--- config.mk ---
export PLATFORM = sky130hd
export DESIGN_NAME = led_counter_gen
export DESIGN_NICKNAME = d
export VERILOG_FILES = /design/src/rtl/led_counter_pkg.sv /design/src/rtl/led_cnt_prescaler.sv /design/src/rtl/led_counter_gen.sv
export SDC_FILE = /design/constraint.sdc
export NUM_CORES = 1
export LEC_CHECK = 0
export ABC_CLOCK_PERIOD_IN_PS = 2170
export BUFFER_PORTS_ARGS = -buffer_cell sky130_fd_sc_hd__buf_2
export CAP_MARGIN = 20
export CORE_ASPECT_RATIO = 0.7
export CORE_MARGIN = 4
export CORE_UTILIZATION = 40
export CTS_BUF_LIST = sky130_fd_sc_hd__clkbuf_8
export DETAILED_ROUTE_END_ITERATION = 8
export PLACE_DENSITY = 0.64
export SYNTH_ARGS = -nofsm -noshare
export SYNTH_HDL_FRONTEND = slang
export SYNTH_SLANG_ARGS = --single-unit
--- constraint.sdc ---
create_clock -name clk -period 2.17 [get_ports clk]
set_input_delay 0.434 -clock clk [delete_from_list [all_inputs] [get_ports clk]]
set_output_delay 0.434 -clock clk [all_outputs]
set_load 0.03 [all_outputs]
--- src/rtl/led_counter_pkg.sv ---
// Shared definitions for the LED counter generator: mode encodings and prescaler sizing.
package led_counter_pkg;

   localparam logic [1:0] MODE_UP      = 2'b00;
   localparam logic [1:0] MODE_DOWN    = 2'b01;
   localparam logic [1:0] MODE_BOUNCE  = 2'b10;
   localparam logic [1:0] MODE_ONESHOT = 2'b11;

   // Prescaler register width; a PRESCALE of 1 still needs a 1-bit register.
   function automatic int prescale_width(input int n);
      int w_s;
      w_s = $clog2(n);
      if (w_s < 32'sd1) begin
         return 32'sd1;
      end else begin
         return w_s;
      end
   endfunction

endpackage

--- src/rtl/led_cnt_prescaler.sv ---
// Divides clk into count steps: step is high on the last enabled cycle of each PRESCALE window.
module led_cnt_prescaler
   import led_counter_pkg::*;
#(
   parameter int PRESCALE = 1
) (
   input  logic clk,
   input  logic reset_n,
   input  logic enable,
   output logic step
);

   localparam int             PW     = prescale_width(PRESCALE);
   localparam logic [PW-1:0] P_LAST = PW'(PRESCALE - 1);
   localparam logic [PW-1:0] P_ONE  = PW'(1);

   logic [PW-1:0] p_r;

   assign step = enable && (p_r == P_LAST);

   // Phase counter: wraps on step, frozen while enable is low.
   always_ff @(posedge clk) begin
      if (!reset_n) begin
         p_r <= '0;
      end else if (step) begin
         p_r <= '0;
      end else if (enable) begin
         p_r <= p_r + P_ONE;
      end else begin
         p_r <= p_r;
      end
   end

endmodule

--- src/rtl/led_counter_gen.sv ---
// Multi-mode LED counter (up/down/bounce/one-shot) with load, prescaler and status pulses.
// Define LED_COUNTER_GEN_GRAY_OUT_EN to drive the LEDs with the Gray-coded count.
module led_counter_gen #(
   parameter int WIDTH    = 4,
   parameter int PRESCALE = 1
) (
   input  logic             clk,
   input  logic             reset_n,
   input  logic             enable,
   input  logic [1:0]       mode,
   input  logic             load,
   input  logic [WIDTH-1:0] load_val,
   output logic [WIDTH-1:0] cnt,
   output logic [WIDTH-1:0] led,
   output logic             tick,
   output logic             tc,
   output logic             done
);

   import led_counter_pkg::*;

   localparam logic [WIDTH-1:0] CNT_MAX    = {WIDTH{1'b1}};
   localparam logic [WIDTH-1:0] CNT_ZERO   = {WIDTH{1'b0}};
   localparam logic [WIDTH-1:0] CNT_ONE    = WIDTH'(1);
   localparam logic [WIDTH-1:0] CNT_MAX_M1 = CNT_MAX - CNT_ONE;

   logic             step_s;
   logic [WIDTH-1:0] cnt_r;
   logic [WIDTH-1:0] led_r;
   logic             tick_r;
   logic             tc_r;
   logic             done_r;
   logic             dir_up_r;

   logic [WIDTH-1:0] cnt_nxt_s;
   logic [WIDTH-1:0] led_nxt_s;
   logic             tick_nxt_s;
   logic             tc_nxt_s;
   logic             done_nxt_s;
   logic             dir_up_nxt_s;

   led_cnt_prescaler #(
      .PRESCALE (PRESCALE)
   ) u_prescaler (
      .clk     (clk),
      .reset_n (reset_n),
      .enable  (enable),
      .step    (step_s)
   );

   // Next-state logic; load wins over a coincident step, which is then discarded.
   always_comb begin
      cnt_nxt_s    = cnt_r;
      dir_up_nxt_s = dir_up_r;
      done_nxt_s   = done_r;
      tick_nxt_s   = 1'b0;
      tc_nxt_s     = 1'b0;
      if (load) begin
         cnt_nxt_s    = load_val;
         dir_up_nxt_s = 1'b1;
         done_nxt_s   = 1'b0;
      end else if (step_s) begin
         tick_nxt_s = 1'b1;
         case (mode)
            MODE_UP: begin
               cnt_nxt_s = cnt_r + CNT_ONE;
               tc_nxt_s  = (cnt_r == CNT_MAX);
            end
            MODE_DOWN: begin
               cnt_nxt_s = cnt_r - CNT_ONE;
               tc_nxt_s  = (cnt_r == CNT_ZERO);
            end
            MODE_BOUNCE: begin
               if (dir_up_r) begin
                  if (cnt_r == CNT_MAX) begin
                     cnt_nxt_s    = CNT_MAX_M1;
                     dir_up_nxt_s = 1'b0;
                     tc_nxt_s     = 1'b1;
                  end else begin
                     cnt_nxt_s = cnt_r + CNT_ONE;
                  end
               end else begin
                  if (cnt_r == CNT_ZERO) begin
                     cnt_nxt_s    = CNT_ONE;
                     dir_up_nxt_s = 1'b1;
                     tc_nxt_s     = 1'b1;
                  end else begin
                     cnt_nxt_s = cnt_r - CNT_ONE;
                  end
               end
            end
            MODE_ONESHOT: begin
               // A count loaded straight at MAX finishes on its first step without wrapping.
               if (done_r) begin
                  cnt_nxt_s = cnt_r;
               end else if (cnt_r == CNT_MAX) begin
                  done_nxt_s = 1'b1;
                  tc_nxt_s   = 1'b1;
               end else begin
                  cnt_nxt_s = cnt_r + CNT_ONE;
                  if (cnt_r == CNT_MAX_M1) begin
                     done_nxt_s = 1'b1;
                     tc_nxt_s   = 1'b1;
                  end else begin
                     done_nxt_s = done_r;
                  end
               end
            end
            default: begin
               cnt_nxt_s = cnt_r;
            end
         endcase
      end else begin
         cnt_nxt_s = cnt_r;
      end
   end

`ifdef LED_COUNTER_GEN_GRAY_OUT_EN
   assign led_nxt_s = cnt_nxt_s ^ {1'b0, cnt_nxt_s[WIDTH-1:1]};
`else
   assign led_nxt_s = cnt_nxt_s;
`endif

   // State and output registers; direction is held up outside bounce mode.
   always_ff @(posedge clk) begin
      if (!reset_n) begin
         cnt_r    <= CNT_ZERO;
         led_r    <= CNT_ZERO;
         tick_r   <= 1'b0;
         tc_r     <= 1'b0;
         done_r   <= 1'b0;
         dir_up_r <= 1'b1;
      end else begin
         cnt_r    <= cnt_nxt_s;
         led_r    <= led_nxt_s;
         tick_r   <= tick_nxt_s;
         tc_r     <= tc_nxt_s;
         done_r   <= done_nxt_s;
         dir_up_r <= dir_up_nxt_s | (mode != MODE_BOUNCE);
      end
   end

   assign cnt  = cnt_r;
   assign led  = led_r;
   assign tick = tick_r;
   assign tc   = tc_r;
   assign done = done_r;

endmodule

==> metrics <==
status finished, final reports clean; Die Ht 45.8 um; clk buf depth 2; max-slew violations 0; largest area contributor in the netlist dfxtp_1; minimum clock period 1.93 ns; clock sink total 9; Setup crit end kind flip-flop; critical path type reg2reg; initial cell density of the core 43.0%; Core Rows 13; Internal Power 366 uW; Fmax 0.517 GHz; CTS resizes 0; GP Congestion 0.930; Die Area 2840 um2; r2r setup slk 0.24 ns; synthesized area 818 um2; gr busiest metal met2; synthesized instance count 102; Post-synth top cells dfxtp_1 (9), inv_1 (9), a21oi_1 (7), ha_1 (7), nor2_1 (6); EDFF count, synth 0; layout cell share with drive strength beyond 1 25.4%; Worst EP arrival 2.05 ns; skew final 0.00250 ns; Port-buffer cells 20; top post-synthesis cells by area dfxtp_1 (22%), ha_1 (11%), a21oi_1 (4.3%); CTS tree yes; Flop pwr share 32.7%; FILL cells 200; first-pass GRT wire length 3840 um; Ys Warns 0; maximum fanout along the worst path 5; number of DRC markers in iteration 0 64; Final Cycle Share 89.1%; vias in the first global route 813; I/O pin cnt 21; vias after detailed routing 858; Clk pwr share 35.8%; Ant. Diodes 0; FF+latch count, synth 9; clk_lat worst skew 0.24 ns; grt met2 use 27.3%; final hold violation count 0; # H-tree levels 1; post-synth cell types 45; CP Launch Type flip-flop; Post-Syn Nets 119; core area 1900 um2; all-layer global routing usage 19.0%; Syn Area/Cell 8.02 um2; final core utilization 51.2%; Worst-path clk slew 0.05 ns; Post-synth ARST share 0%; switching portion of total power 34.9%; Syn-to-layout area delta 19.0%; Root Buffer clkbuf_8; Slew Limit Headroom 74.3%; Worst Hold Class in2reg; pwr dens 578 nW/um2; Via-to-Cell Ratio 5.96; post-DP HPWL 1760 um; die width 62.1 um; power share of the combinational group 31.5%; Slew @ Worst Pin 0.385 ns; Max Cap Violations 0; WL/cell 16.1 um; met1 usage 25.8%; Final setup viols 0; sequential fraction of the synthesis area 22.0%; CTS Buf Count 3; Lkg Pwr 0.000467 uW; RSZ-0062 raised after global routing false; Top FF cell, synth dfxtp_1; pin count of the biggest net entering global routing 13; Final nets 140; P_sw 196 uW; DRT antenna net count 0; initial antenna violation count 0; post-CTS setup buffer count 0; WP data required 2.29 ns; Setup TNS 0 ns; DRC 0; hold_buf cts 0; maximum vdd drop 0.359 mV; gr ovfl total 0; Pre-Repair DR Iteration Count 4; area share of the largest cell type after synthesis 22.0%; final WL 2320 um; routing usage on met3 5.95%
cell usage in the layout (no fill, tap or decap), drive strengths merged, types with 2 or more instances in the layout:
cell type	instances
nor2	6
o31ai	2
a21oi	7
buf	26
nor4	2
a2111oi	2
ha	7
xor2	2
a31oi	2
dfxtp	9
nand3	3
o2111ai	3
nand2	5
clkbuf	3
or4	2
inv	10
o21ai	4
nor3b	3
power by group through the flow:
| stage | Combinational (uW) | Clock, uW | Sequential (uW) |
|---|---|---|---|
| 3_3_place_gp | 173 | 0 | 187 |
| 5_1_grt | 195 | 219 | 185 |
| 3_5_place_dp | 175 | 0 | 187 |
| 6_report | 177 | 201 | 184 |
| 4_1_cts | 177 | 207 | 184 |
| 2_1_floorplan | 115 | 0 | 200 |
routing by layer:
layer  wire (um)  vias to the layer above  share of wire [%]
met3         201                        6                8.7
met1        1060                      387                 46
met2        1020                       43                 44
met4          34                        0                1.5
li1            -                      422                  -
met5           0                        -                  0
stage by stage:
step | worst slack [ns] | hold WS, ns | cell area (um2) | instances | total power (uW)
final | 0.237 | 0.376 | 973 | 144 | 562
after global routing | 0.0699 | 0.389 | 973 | 144 | 599
after detailed placement | 0.273 | 0.475 | 928 | 140 | 362
after CTS | 0.241 | 0.370 | 973 | 144 | 567
after floorplan | 0.0890 | 0.463 | 818 | 102 | 315
after global placement | 0.318 | 0.470 | 928 | 140 | 360
layout make-up:
cell class	instances	area, um2	area share (%)
timing repair buffer	26	145	14.9
multi-input combinational	74	542	55.7
clock buffer	3	41.3	4.24
tap	22	27.5	2.83
sequential	9	180	18.5
clock inverter	1	3.75	0.386
inverter	9	33.8	3.47
kinds of logic after synthesis:
| logic type | after synthesis | synth area share (%) |
|---|---|---|
| buf+inv | 19 | 11.8 |
| flops | 9 | 22.0 |
| mux | 1 | 1.22 |
| xor+xnor | 3 | 3.21 |
| compound gates | 33 | 28.9 |
| simple gates | 30 | 22.2 |
| fa+ha+maj | 7 | 10.7 |
state kept, by name (all words and copies together) (netlist names):
name             cells
dir_up_r             1
done                 1
led                  4
tc                   1
tick                 1
u_prescaler.p_r      1
final timing paths:
path / endpoint / from / cells past startpoint
max: led[3] / led[0] / 6
min: u_prescaler.p_r / enable / 2
max reg2reg: led[3] / led[0] / 6
min reg2reg: u_prescaler.p_r / u_prescaler.p_r / 1
worst max-delay path, stage by stage (launching register included):
cell and delay [ns]:
dfxtp_1 0.32, inv_1 0.10, ha_1 0.24, or4b_4 0.50
o211a_1 0.15, a2111oi_1 0.41, nor3b_1 0.09
Note: power is estimated with default switching activity, not from simulation.
